## src/rtl/pipeline_sequencer.sv

```systemverilog
// Hazard/flow sequencer for the five-stage CPU: stalls, squashes, mul/div occupancy, halt.
// Define PIPELINE_SEQ_OVERFLOW_TRAP_EN to enable the ALU overflow trap (TRAP state, exception output).
module pipeline_sequencer #(
    parameter int unsigned MD_CYCLES = 4,
    parameter int unsigned CNT_W     = 4
) (
    input  logic       clock,
    input  logic       reset,
    input  logic [3:0] id_rs1,
    input  logic [3:0] id_rs2,
    input  logic       id_uses_rs2,
    input  logic       id_jump,
    input  logic       id_halt,
    input  logic [3:0] ex_rd,
    input  logic       ex_is_load,
    input  logic       ex_is_muldiv,
    input  logic       ex_branch_taken,
    input  logic       ex_overflow,
    input  logic       resume,
    output logic       pc_stop,
    output logic       pc_sel,
    output logic       if_id_hold,
    output logic       if_id_flush,
    output logic       id_ex_hold,
    output logic       id_ex_flush,
    output logic       ex_mem_flush,
    output logic       md_busy,
    output logic       halted,
    output logic       exception
);

    typedef enum logic [1:0] {RUN, MD_WAIT, HALT, TRAP} state_t;

    state_t           state, state_next;
    logic [CNT_W-1:0] cnt, cnt_next;
    logic             load_use;
    logic             overflow;

`ifdef PIPELINE_SEQ_OVERFLOW_TRAP_EN
    assign overflow = ex_overflow;
`else
    logic unused_overflow;
    assign unused_overflow = ex_overflow;
    assign overflow        = 1'b0;
`endif

    // r0 is hardwired zero, so a load targeting it never creates a dependency
    assign load_use = ex_is_load && (ex_rd != 4'd0) &&
                      ((ex_rd == id_rs1) || (id_uses_rs2 && (ex_rd == id_rs2)));

    always_comb begin
        pc_stop      = 1'b0;
        pc_sel       = 1'b0;
        if_id_hold   = 1'b0;
        if_id_flush  = 1'b0;
        id_ex_hold   = 1'b0;
        id_ex_flush  = 1'b0;
        ex_mem_flush = 1'b0;
        md_busy      = 1'b0;
        halted       = 1'b0;
        exception    = 1'b0;
        state_next   = state;
        cnt_next     = cnt;

        // Outputs are combinational on inputs, so they must be forced low during reset
        if (reset) begin
            unique case (state)
                RUN: begin
                    if (overflow) begin
                        pc_stop      = 1'b1;
                        if_id_flush  = 1'b1;
                        id_ex_flush  = 1'b1;
                        ex_mem_flush = 1'b1;
                        state_next   = TRAP;
                    end else if (ex_branch_taken) begin
                        pc_sel      = 1'b1;
                        if_id_flush = 1'b1;
                        id_ex_flush = 1'b1;
                    end else if (ex_is_muldiv) begin
                        pc_stop      = 1'b1;
                        if_id_hold   = 1'b1;
                        id_ex_hold   = 1'b1;
                        ex_mem_flush = 1'b1;
                        cnt_next     = CNT_W'(MD_CYCLES - 2);
                        state_next   = MD_WAIT;
                    end else if (load_use) begin
                        pc_stop     = 1'b1;
                        if_id_hold  = 1'b1;
                        id_ex_flush = 1'b1;
                    end else if (id_jump) begin
                        pc_sel      = 1'b1;
                        if_id_flush = 1'b1;
                    end else if (id_halt) begin
                        pc_stop     = 1'b1;
                        if_id_flush = 1'b1;
                        state_next  = HALT;
                    end
                end
                MD_WAIT: begin
                    md_busy = 1'b1;
                    if (cnt != '0) begin
                        pc_stop      = 1'b1;
                        if_id_hold   = 1'b1;
                        id_ex_hold   = 1'b1;
                        ex_mem_flush = 1'b1;
                        cnt_next     = cnt - CNT_W'(1);
                    end else if (overflow) begin
                        pc_stop      = 1'b1;
                        if_id_flush  = 1'b1;
                        id_ex_flush  = 1'b1;
                        ex_mem_flush = 1'b1;
                        state_next   = TRAP;
                    end else begin
                        // Release cycle: hazards seen now are re-evaluated next cycle in RUN
                        state_next = RUN;
                    end
                end
                HALT: begin
                    pc_stop     = 1'b1;
                    if_id_flush = 1'b1;
                    halted      = 1'b1;
                    if (resume) state_next = RUN;
                end
                TRAP: begin
`ifdef PIPELINE_SEQ_OVERFLOW_TRAP_EN
                    pc_stop     = 1'b1;
                    if_id_flush = 1'b1;
                    id_ex_flush = 1'b1;
                    exception   = 1'b1;
                    if (resume) state_next = RUN;
`else
                    state_next = RUN;
`endif
                end
                default: state_next = RUN;
            endcase
        end
    end

    always_ff @(posedge clock or negedge reset) begin
        if (!reset) begin
            state <= RUN;
            cnt   <= '0;
        end else begin
            state <= state_next;
            cnt   <= cnt_next;
        end
    end

endmodule

```

## config.mk

```make
export PLATFORM = sky130hd
export DESIGN_NAME = pipeline_sequencer
export DESIGN_NICKNAME = d
export VERILOG_FILES = /design/src/rtl/pipeline_sequencer.sv
export SDC_FILE = /design/constraint.sdc
export NUM_CORES = 1
export LEC_CHECK = 0
export ABC_CLOCK_PERIOD_IN_PS = 1950
export CAP_MARGIN = 40
export CORE_ASPECT_RATIO = 0.75
export CORE_MARGIN = 1
export CORE_UTILIZATION = 35
export DETAILED_ROUTE_END_ITERATION = 10
export PLACE_DENSITY_LB_ADDON = 0.1
export SETUP_SLACK_MARGIN = 0.3
export SLEW_MARGIN = 10
export SYNTH_ARGS = -nofsm -noshare
export SYNTH_HDL_FRONTEND = slang
export SYNTH_SLANG_ARGS = --single-unit
```

## constraint.sdc

```tcl
create_clock -name clock -period 1.95 [get_ports clock]
set_clock_uncertainty 0.2 [all_clocks]
set_input_delay 0.4875 -clock clock [delete_from_list [all_inputs] [get_ports clock]]
set_output_delay 0.4875 -clock clock [all_outputs]
set_load 0.1 [all_outputs]
```

==> flow_summary_export.csv, run 1 <==
group,metric,value,unit
outcome,status,"aborted with a tool error",
outcome,failing_step,"clock tree synthesis",
outcome,tool.error,"[ERROR DPL-0038] Utilization greater than 100%, impossible to legalize",
placement,placed_area,0.00138,mm^2
clocking,cts_hold_buf,0,
die,ios,32,
clocking,clock_path_buffers,2,
placement,dp_cells,159,
die,die_w,51.0,um
clocking,cts_resized,75,
logic_synthesis,syn_area,629,um^2
logic_synthesis,postSynthAreaPerCell,7.87,um^2
die,placementRows,12,
clocking,post-cts-setup-buffers,11,
clocking,cts-root-buf,"clkbuf_4",
clocking,cts_num_sinks,6,
clocking,htree_levels,1,
logic_synthesis,syn_inst,80,
placement,portBuffers,29,
clocking,cts_buffers,3,
die,fp.dieH,38.7,um
logic_synthesis,ys_warn_count,0,
placement,place.gp.congestion,0.850,
logic_synthesis,yosysUniqueCellTypes,38,
die,start_util,0.399,
logic_synthesis,syn-num-nets,104,
logic_synthesis,yosysSeqAreaShare,0.239,
logic_synthesis,synth-seq-cells,6,
placement,dp_hpwl,2.16,mm
[logic make-up after synthesis]
family	count (synthesis)	share of synthesized area
fa+ha+maj	2	0.0398
xor+xnor	8	0.111
flops	6	0.239
buf+inv	9	0.0656
other cells	1	0.00596
simple gates	31	0.272
compound gates	23	0.266
[synth_stat cells, drive strengths merged]
master   instances  share of area
and2             1         0.0099
or3b             2          0.028
nand2            4          0.024
xnor2            1          0.014
xor2             7          0.097
a21oi            3          0.030
o2bb2ai          1          0.014
nand3            2          0.016
o41ai            1          0.014
o21a             1          0.012
o21ai            6          0.048
buf              2          0.024
a31oi            2          0.020
ha               2          0.040
o22ai            2          0.020
clkbuf           1         0.0060
a41oi            1          0.014
conb             1         0.0060
nor2b            1         0.0099
a32o             1          0.016
nor3b            2          0.024
inv              6          0.036
dfrtp            6           0.24
and3             2          0.028
or4              1          0.012
a22o             2          0.030
o41a             1          0.018
nor2             8          0.048
nor4             2          0.020
nand2b           2          0.020
nor3             3          0.024
a22oi            1          0.020
a21boi           1          0.012
or3              1         0.0099
[stage by stage]
step | util | setup WS (ns)
detailed placement | 0.878 | -1.05
floorplan | - | -0.969
global placement | 0.878 | -0.990
==> run 2: changes to the inputs <==
==> config.mk (replaced) <==
export PLATFORM = sky130hd
export DESIGN_NAME = pipeline_sequencer
export DESIGN_NICKNAME = d
export VERILOG_FILES = /design/src/rtl/pipeline_sequencer.sv
export SDC_FILE = /design/constraint.sdc
export NUM_CORES = 1
export LEC_CHECK = 0
export ABC_CLOCK_PERIOD_IN_PS = 2500
export CAP_MARGIN = 40
export CORE_AREA = 2 2 63 65
export DETAILED_ROUTE_END_ITERATION = 10
export DIE_AREA = 0 0 65 67
export PLACE_DENSITY_LB_ADDON = 0.15
export SLEW_MARGIN = 10
export SYNTH_ARGS = -nofsm -noshare
export SYNTH_HDL_FRONTEND = slang
export SYNTH_SLANG_ARGS = --single-unit
==> constraint.sdc (replaced) <==
create_clock -name clock -period 2.5 [get_ports clock]
set_clock_uncertainty 0.2 [all_clocks]
set_input_delay 0.625 -clock clock [delete_from_list [all_inputs] [get_ports clock]]
set_output_delay 0.625 -clock clock [all_outputs]
set_load 0.1 [all_outputs]
==> flow_summary_export.csv, run 2 <==
group,metric,value,unit
global_routing,first_global_vias,817,
power,power,1.34,mW
timing,final-hold-violation-count,0,
logic_synthesis,yosysUniqueCellTypes,38,
routing,wirelength,2.18,mm
worst_setup_path,cpPeakStageDelay,0.43,ns
timing,holdWs,0.265,ns
placement,dp_hpwl,1.80,mm
layout,multiInputGateArea,561,um^2
worst_setup_path,worstPathMaxFanout,3,
clocking,cts_hold_buf,0,
worst_setup_path,crit_slowest_cell,"o41a_1",
clocking,cts_tree,"built",
power,power.density,965,mW/mm^2
layout,drive_gt1_frac,0.504,
layout,layout_commonest_cell,"buf_4",
worst_setup_path,crit_required,1.67,ns
logic_synthesis,synth_common_cells,"nor2_1, xor2_1, dfrtp_1, inv_1, o21ai_0",
logic_synthesis,synth_top_cell_area_share,0.239,
timing,min_period,2.82,ns
die,ios,32,
routing,ant_nets,0,
clocking,clk_pin_slew_worst_paths,0.04,ns
clocking,clock_path_buffers,2,
die,start_util,0.175,
global_routing,grt_max_degree,14,
power,p_leak,0.607,nW
routing,vias_per_cell,4.30,
routing,drc_errors,0,
die,die_w,65,um
die,fp.dieH,67,um
global_routing,overflow,0,
layout,num-fill-cells,372,
die,design.core.area,0.00361,mm^2
clocking,cts_buffers,3,
logic_synthesis,ys_warn_count,0,
layout,reg_top3,"cnt (4), state (2)",
clocking,cts_num_sinks,6,
worst_setup_path,crit_arrival,2.00,ns
logic_synthesis,synth-edff-count,0,
timing,fin_setup_tns,-1.40,ns
worst_setup_path,r2r_end,"state[0]",
layout,syn2layout_area_growth,121,%
placement,placed_area,0.00130,mm^2
timing,slew_violations,0,
logic_synthesis,syn_inst,80,
power,peakVddDrop,0.000472,V
worst_setup_path,reg2regPathDepth,8,
logic_synthesis,postSynthAreaPerCell,7.87,um^2
layout,layout_common_cells,"buf_4, buf_12, xor2_1, nor2_1",
worst_setup_path,start_kind,"primary input",
timing,rsz0062_at_grt,"true",
outcome,status,"finished, violations left",
outcome,violations,"negative setup slack",
routing,drt_pre_antenna_iters,4,
logic_synthesis,postSynth.asyncResetShare,1.00,
timing,fmax,355,MHz
layout,diodes,0,
global_routing,grt_pass1_wl,3.77,mm
layout,nets,161,
worst_setup_path,worstSetupPathType,"primary input to primary output",
run,maxCapViolations,0,
worst_setup_path,worstPathCellList,"buf_8 -> o41a_1 -> buf_4 -> a22oi_2 -> buf_6 -> a31oi_4 -> buf_12",
logic_synthesis,yosysMostFrequentCell,"nor2_1",
global_routing,grt_usage,0.113,
routing,routed-via-count,787,
placement,place.gp.congestion,0.763,
layout,stdcell_area,0.00139,mm^2
layout,largest_register_ffs,4,
worst_hold_path,min_path_type,"primary input to async pin",
die,die_area,0.00436,mm^2
timing,fin_crit_sh,1.13,
logic_synthesis,synthFlopType,"dfrtp_1",
logic_synthesis,yosysTopAreaCell,"dfrtp_1",
timing,setup_viol,5,
clocking,clock_latency,0.23,ns
logic_synthesis,syn-num-nets,104,
die,placementRows,22,
logic_synthesis,yosysSeqAreaShare,0.239,
logic_synthesis,synth-seq-cells,6,
routing,wl_per_cell,11.9,um
clocking,htree_levels,1,
timing,setup_ws,-0.321,ns
placement,dp_cells,176,
routing,drt-initial-drc-count,35,
layout,largest_register,"cnt",
logic_synthesis,syn_area,629,um^2
layout,register_area,150,um^2
clocking,cts-root-buf,"clkbuf_8",
worst_setup_path,critPathCaptureType,"primary output",
layout,final_cell_count_no_fill,183,
worst_setup_path,reg2reg_from,"cnt[1]",
global_routing,grt_antenna_before_repair,0,
placement,portBuffers,29,
worst_setup_path,reg2reg_slack,0.50,ns
logic_synthesis,synth.area.top_cells,"dfrtp_1, xor2_1, nor2_1",
## run 2: cell counts after synthesis
No cell type changed its count.
## run 2: stage by stage
| step | setup slack [ns] | utilization |
|---|---|---|
| 2_1_floorplan | -0.695 | - |
| 3_3_place_gp | -0.752 | 0.360 |
| 3_5_place_dp | -0.750 | 0.360 |
| 4_1_cts | -0.316 | 0.374 |
| 5_1_grt | -0.373 | 0.386 |
| 6_report | -0.321 | 0.386 |
## run 2: cell type report
class | instances | share of cell area
clock buffer | 3 | 0.0296
inverter | 6 | 0.0162
multi-input combinational | 65 | 0.403
sequential | 6 | 0.108
tap | 48 | 0.0431
timing repair buffer | 55 | 0.401
## run 2: per-layer routing
layer	vias up	routed length, um	global-route usage
li1	400	-	-
met1	358	1020	0.143
met2	25	999	0.189
met3	4	123	0.0186
met4	0	31	0.0479
met5	-	0	0
## run 2: worst max-delay path by stage
| stage | to | start | cells after the start | slack [ns] |
|---|---|---|---|---|
| floorplan | id_ex_flush | ex_rd[3] | 4 | -0.69 |
| global placement | id_ex_flush | ex_rd[3] | 7 | -0.75 |
| detailed placement | id_ex_flush | ex_rd[3] | 7 | -0.75 |
| CTS | pc_stop | ex_rd[2] | 7 | -0.32 |
| global route | pc_stop | ex_rd[0] | 7 | -0.37 |
| finish | pc_stop | ex_rd[0] | 7 | -0.32 |
## run 2: what timing repair did
item | in CTS | in global routing
endpoints found under the setup margin | 9 | 7
pin swaps | 16 | 8
buffers inserted | 4 | 1
resized for setup | 52 | 13
## run 2: report_power, final
part	internal (mW)	leakage [nW]	switching, mW
registers	0.138	0.0755	0.0358
clock network	0.104	0.0216	0.0478
logic	0.430	0.510	0.587
## run 2: cell families (layout without fill, tap and decap cells)
family / count (synthesis) / after routing / synth area share
fa+ha+maj: 2 / 2 / 0.0398
compound gates: 23 / 23 / 0.266
xor+xnor: 8 / 8 / 0.111
buf+inv: 9 / 64 / 0.0656
flops: 6 / 6 / 0.239
simple gates: 31 / 31 / 0.272
other cells: 1 / 1 / 0.00596
## run 2: worst max-delay path, delay by kind of cell
family	cells	cell delay, ns
AO/OA/AOI/OAI	3	0.78
buffers and inverters	4	0.59
(Power assumes the default switching activity.)
==> run 3: changes to the inputs <==
--- a/config.mk
+++ b/config.mk
@@ -5,7 +5,7 @@
 export SDC_FILE = /design/constraint.sdc
 export NUM_CORES = 1
 export LEC_CHECK = 0
-export ABC_CLOCK_PERIOD_IN_PS = 2500
+export ABC_CLOCK_PERIOD_IN_PS = 3400
 export CAP_MARGIN = 40
 export CORE_AREA = 2 2 63 65
 export DETAILED_ROUTE_END_ITERATION = 10
==> constraint.sdc (replaced) <==
create_clock -name clock -period 3.4 [get_ports clock]
set_clock_uncertainty 0.2 [all_clocks]
set_input_delay 0.85 -clock clock [delete_from_list [all_inputs] [get_ports clock]]
set_output_delay 0.85 -clock clock [all_outputs]
set_load 0.1 [all_outputs]
==> flow_summary_export.csv, run 3 (synthesis results as in run 2) <==
group,metric,value,unit
outcome,status,"finished, final reports clean",
timing,fmax,300,MHz
clocking,cts_hold_buf,0,
worst_setup_path,reg2regPathDepth,8,
placement,placed_area,0.00121,mm^2
routing,ant_nets,0,
global_routing,grt_antenna_before_repair,0,
worst_hold_path,min-delay-start,"cnt[1]",
die,ios,32,
run,maxCapViolations,0,
worst_setup_path,worstSetupPathType,"primary input to primary output",
worst_hold_path,min_path_type,"flip-flop to flip-flop",
worst_setup_path,crit_required,2.35,ns
clocking,cts_tree,"built",
worst_setup_path,r2r_end,"cnt[1]",
clocking,cts_num_sinks,6,
global_routing,grt_pass1_wl,3.22,mm
worst_setup_path,crit_slowest_cell,"o41a_1",
global_routing,grt_max_degree,14,
worst_setup_path,worstPathMaxFanout,4,
routing,vias_per_cell,4.35,
worst_setup_path,reg2reg_from,"cnt[0]",
die,design.core.area,0.00361,mm^2
clocking,clk_pin_slew_worst_paths,0.04,ns
layout,largest_register_ffs,4,
worst_setup_path,cpPeakStageDelay,0.45,ns
placement,place.gp.congestion,0.774,
timing,rsz0062_at_grt,"false",
layout,nets,149,
clocking,cts-root-buf,"clkbuf_8",
timing,min_period,3.33,ns
worst_hold_path,whs_path_depth,1,
routing,drt-initial-drc-count,28,
layout,layout_common_cells,"buf_4, buf_12, nor2_1, clkdlybuf4s50_1, xor2_1",
worst_setup_path,start_kind,"primary input",
clocking,clock_latency,0.22,ns
die,placementRows,22,
layout,finish.utilization,0.346,
power,p_leak,0.533,nW
worst_setup_path,reg2reg_slack,1.16,ns
worst_setup_path,critPathCaptureType,"primary output",
layout,largest_register,"cnt",
routing,wl_per_cell,10.9,um
clocking,clock_path_buffers,2,
routing,drc_errors,0,
global_routing,overflow,0,
worst_setup_path,worstPathCellList,"buf_2 -> o41a_1 -> buf_4 -> a22oi_2 -> a31oi_2 -> buf_12",
clocking,cts_buffers,3,
placement,dp_hpwl,1.58,mm
worst_setup_path,crit_arrival,2.28,ns
die,die_w,65,um
die,fp.dieH,67,um
routing,drt_pre_antenna_iters,4,
layout,stdcell_area,0.00125,mm^2
global_routing,grt_usage,0.0955,
timing,fin_crit_sh,0.979,
die,die_area,0.00436,mm^2
layout,layout_commonest_cell,"buf_4",
timing,setup_viol,0,
worst_setup_path,cp_num_buf_inv,3,
routing,wirelength,1.87,mm
global_routing,first_global_vias,753,
power,peakVddDrop,0.000135,V
layout,drive_gt1_frac,0.350,
worst_setup_path,crit_family,"compound AO/OA/AOI/OAI gates",
layout,syn2layout_area_growth,98.2,%
routing,routed-via-count,744,
clocking,htree_levels,1,
layout,diodes,0,
worst_hold_path,whs_endpoint,"cnt[1]",
layout,reg_top3,"cnt (4), state (2)",
timing,slew_violations,0,
die,start_util,0.175,
placement,portBuffers,29,
power,power.density,694,mW/mm^2
timing,final-hold-violation-count,0,
run 3: changes by cell type in the layout (fill, tap and decap cells not counted), sizes merged:
cell / change
buf: -17
clkdlybuf4s50: +4
clkdlybuf4s15: +2
clkbuf: -1
run 3: timing repair:
item	CTS	global route
gates resized for setup	27	4
pin swaps	8	2
buffers inserted	1	0
setup endpoints to repair	6	5
run 3: worst max-delay path by stage:
stage	startpoint	endpoint	slack, ns	cells past startpoint
after global placement	ex_rd[0]	pc_stop	-0.33	6
after floorplan	ex_rd[3]	id_ex_flush	-0.30	4
after global routing	id_rs1[2]	id_ex_flush	0.01	7
after CTS	ex_is_muldiv	id_ex_hold	0.0009	4
after detailed placement	ex_rd[0]	pc_stop	-0.32	6
final	ex_rd[2]	pc_stop	0.07	6
run 3: area by class of cell:
cell class                      count  area [um^2]
Tap cell                           48         60.1
Multi-Input combinational cell     65          512
Clock buffer                        3         41.3
Sequential cell                     6          150
Fill cell                         372         2360
Timing Repair Buffer               43          462
Inverter                            6         22.5
run 3: worst register-to-register path: stages, from the launching register on:
cell and delay, ns:
dfrtp_1 0.36, inv_1 0.13, ha_1 0.17, or3b_2 0.49, nand2_1 0.21, a21oi_4 0.12
buf_4 0.15, buf_4 0.14, o21a_1 0.16
run 3: where the power goes:
part           switching (mW)  internal, mW
logic                   0.376         0.242
clock network          0.0319        0.0762
registers              0.0379         0.102
run 3: through the flow:
stage | setup TNS (ns) | cells | setup slack [ns] | hold slack, ns | total power, mW
6_report | 0 | 171 | 0.0714 | 0.331 | 0.866
4_1_cts | 0 | 171 | 0.000931 | 0.338 | 0.866
3_3_place_gp | -1.36 | 167 | -0.329 | 0.318 | 0.758
3_5_place_dp | -1.31 | 167 | -0.323 | 0.330 | 0.755
2_1_floorplan | -0.594 | 80 | -0.296 | 0.287 | 0.543
5_1_grt | 0 | 171 | 0.0114 | 0.346 | 0.919
run 3: layer usage:
layer  GRT usage  share of wire  up-vias
li1            -              -      378
met1       0.105           0.40      349
met2       0.177           0.56       13
met3      0.0203          0.025        4
met4      0.0399          0.019        0
met5           0              0        -
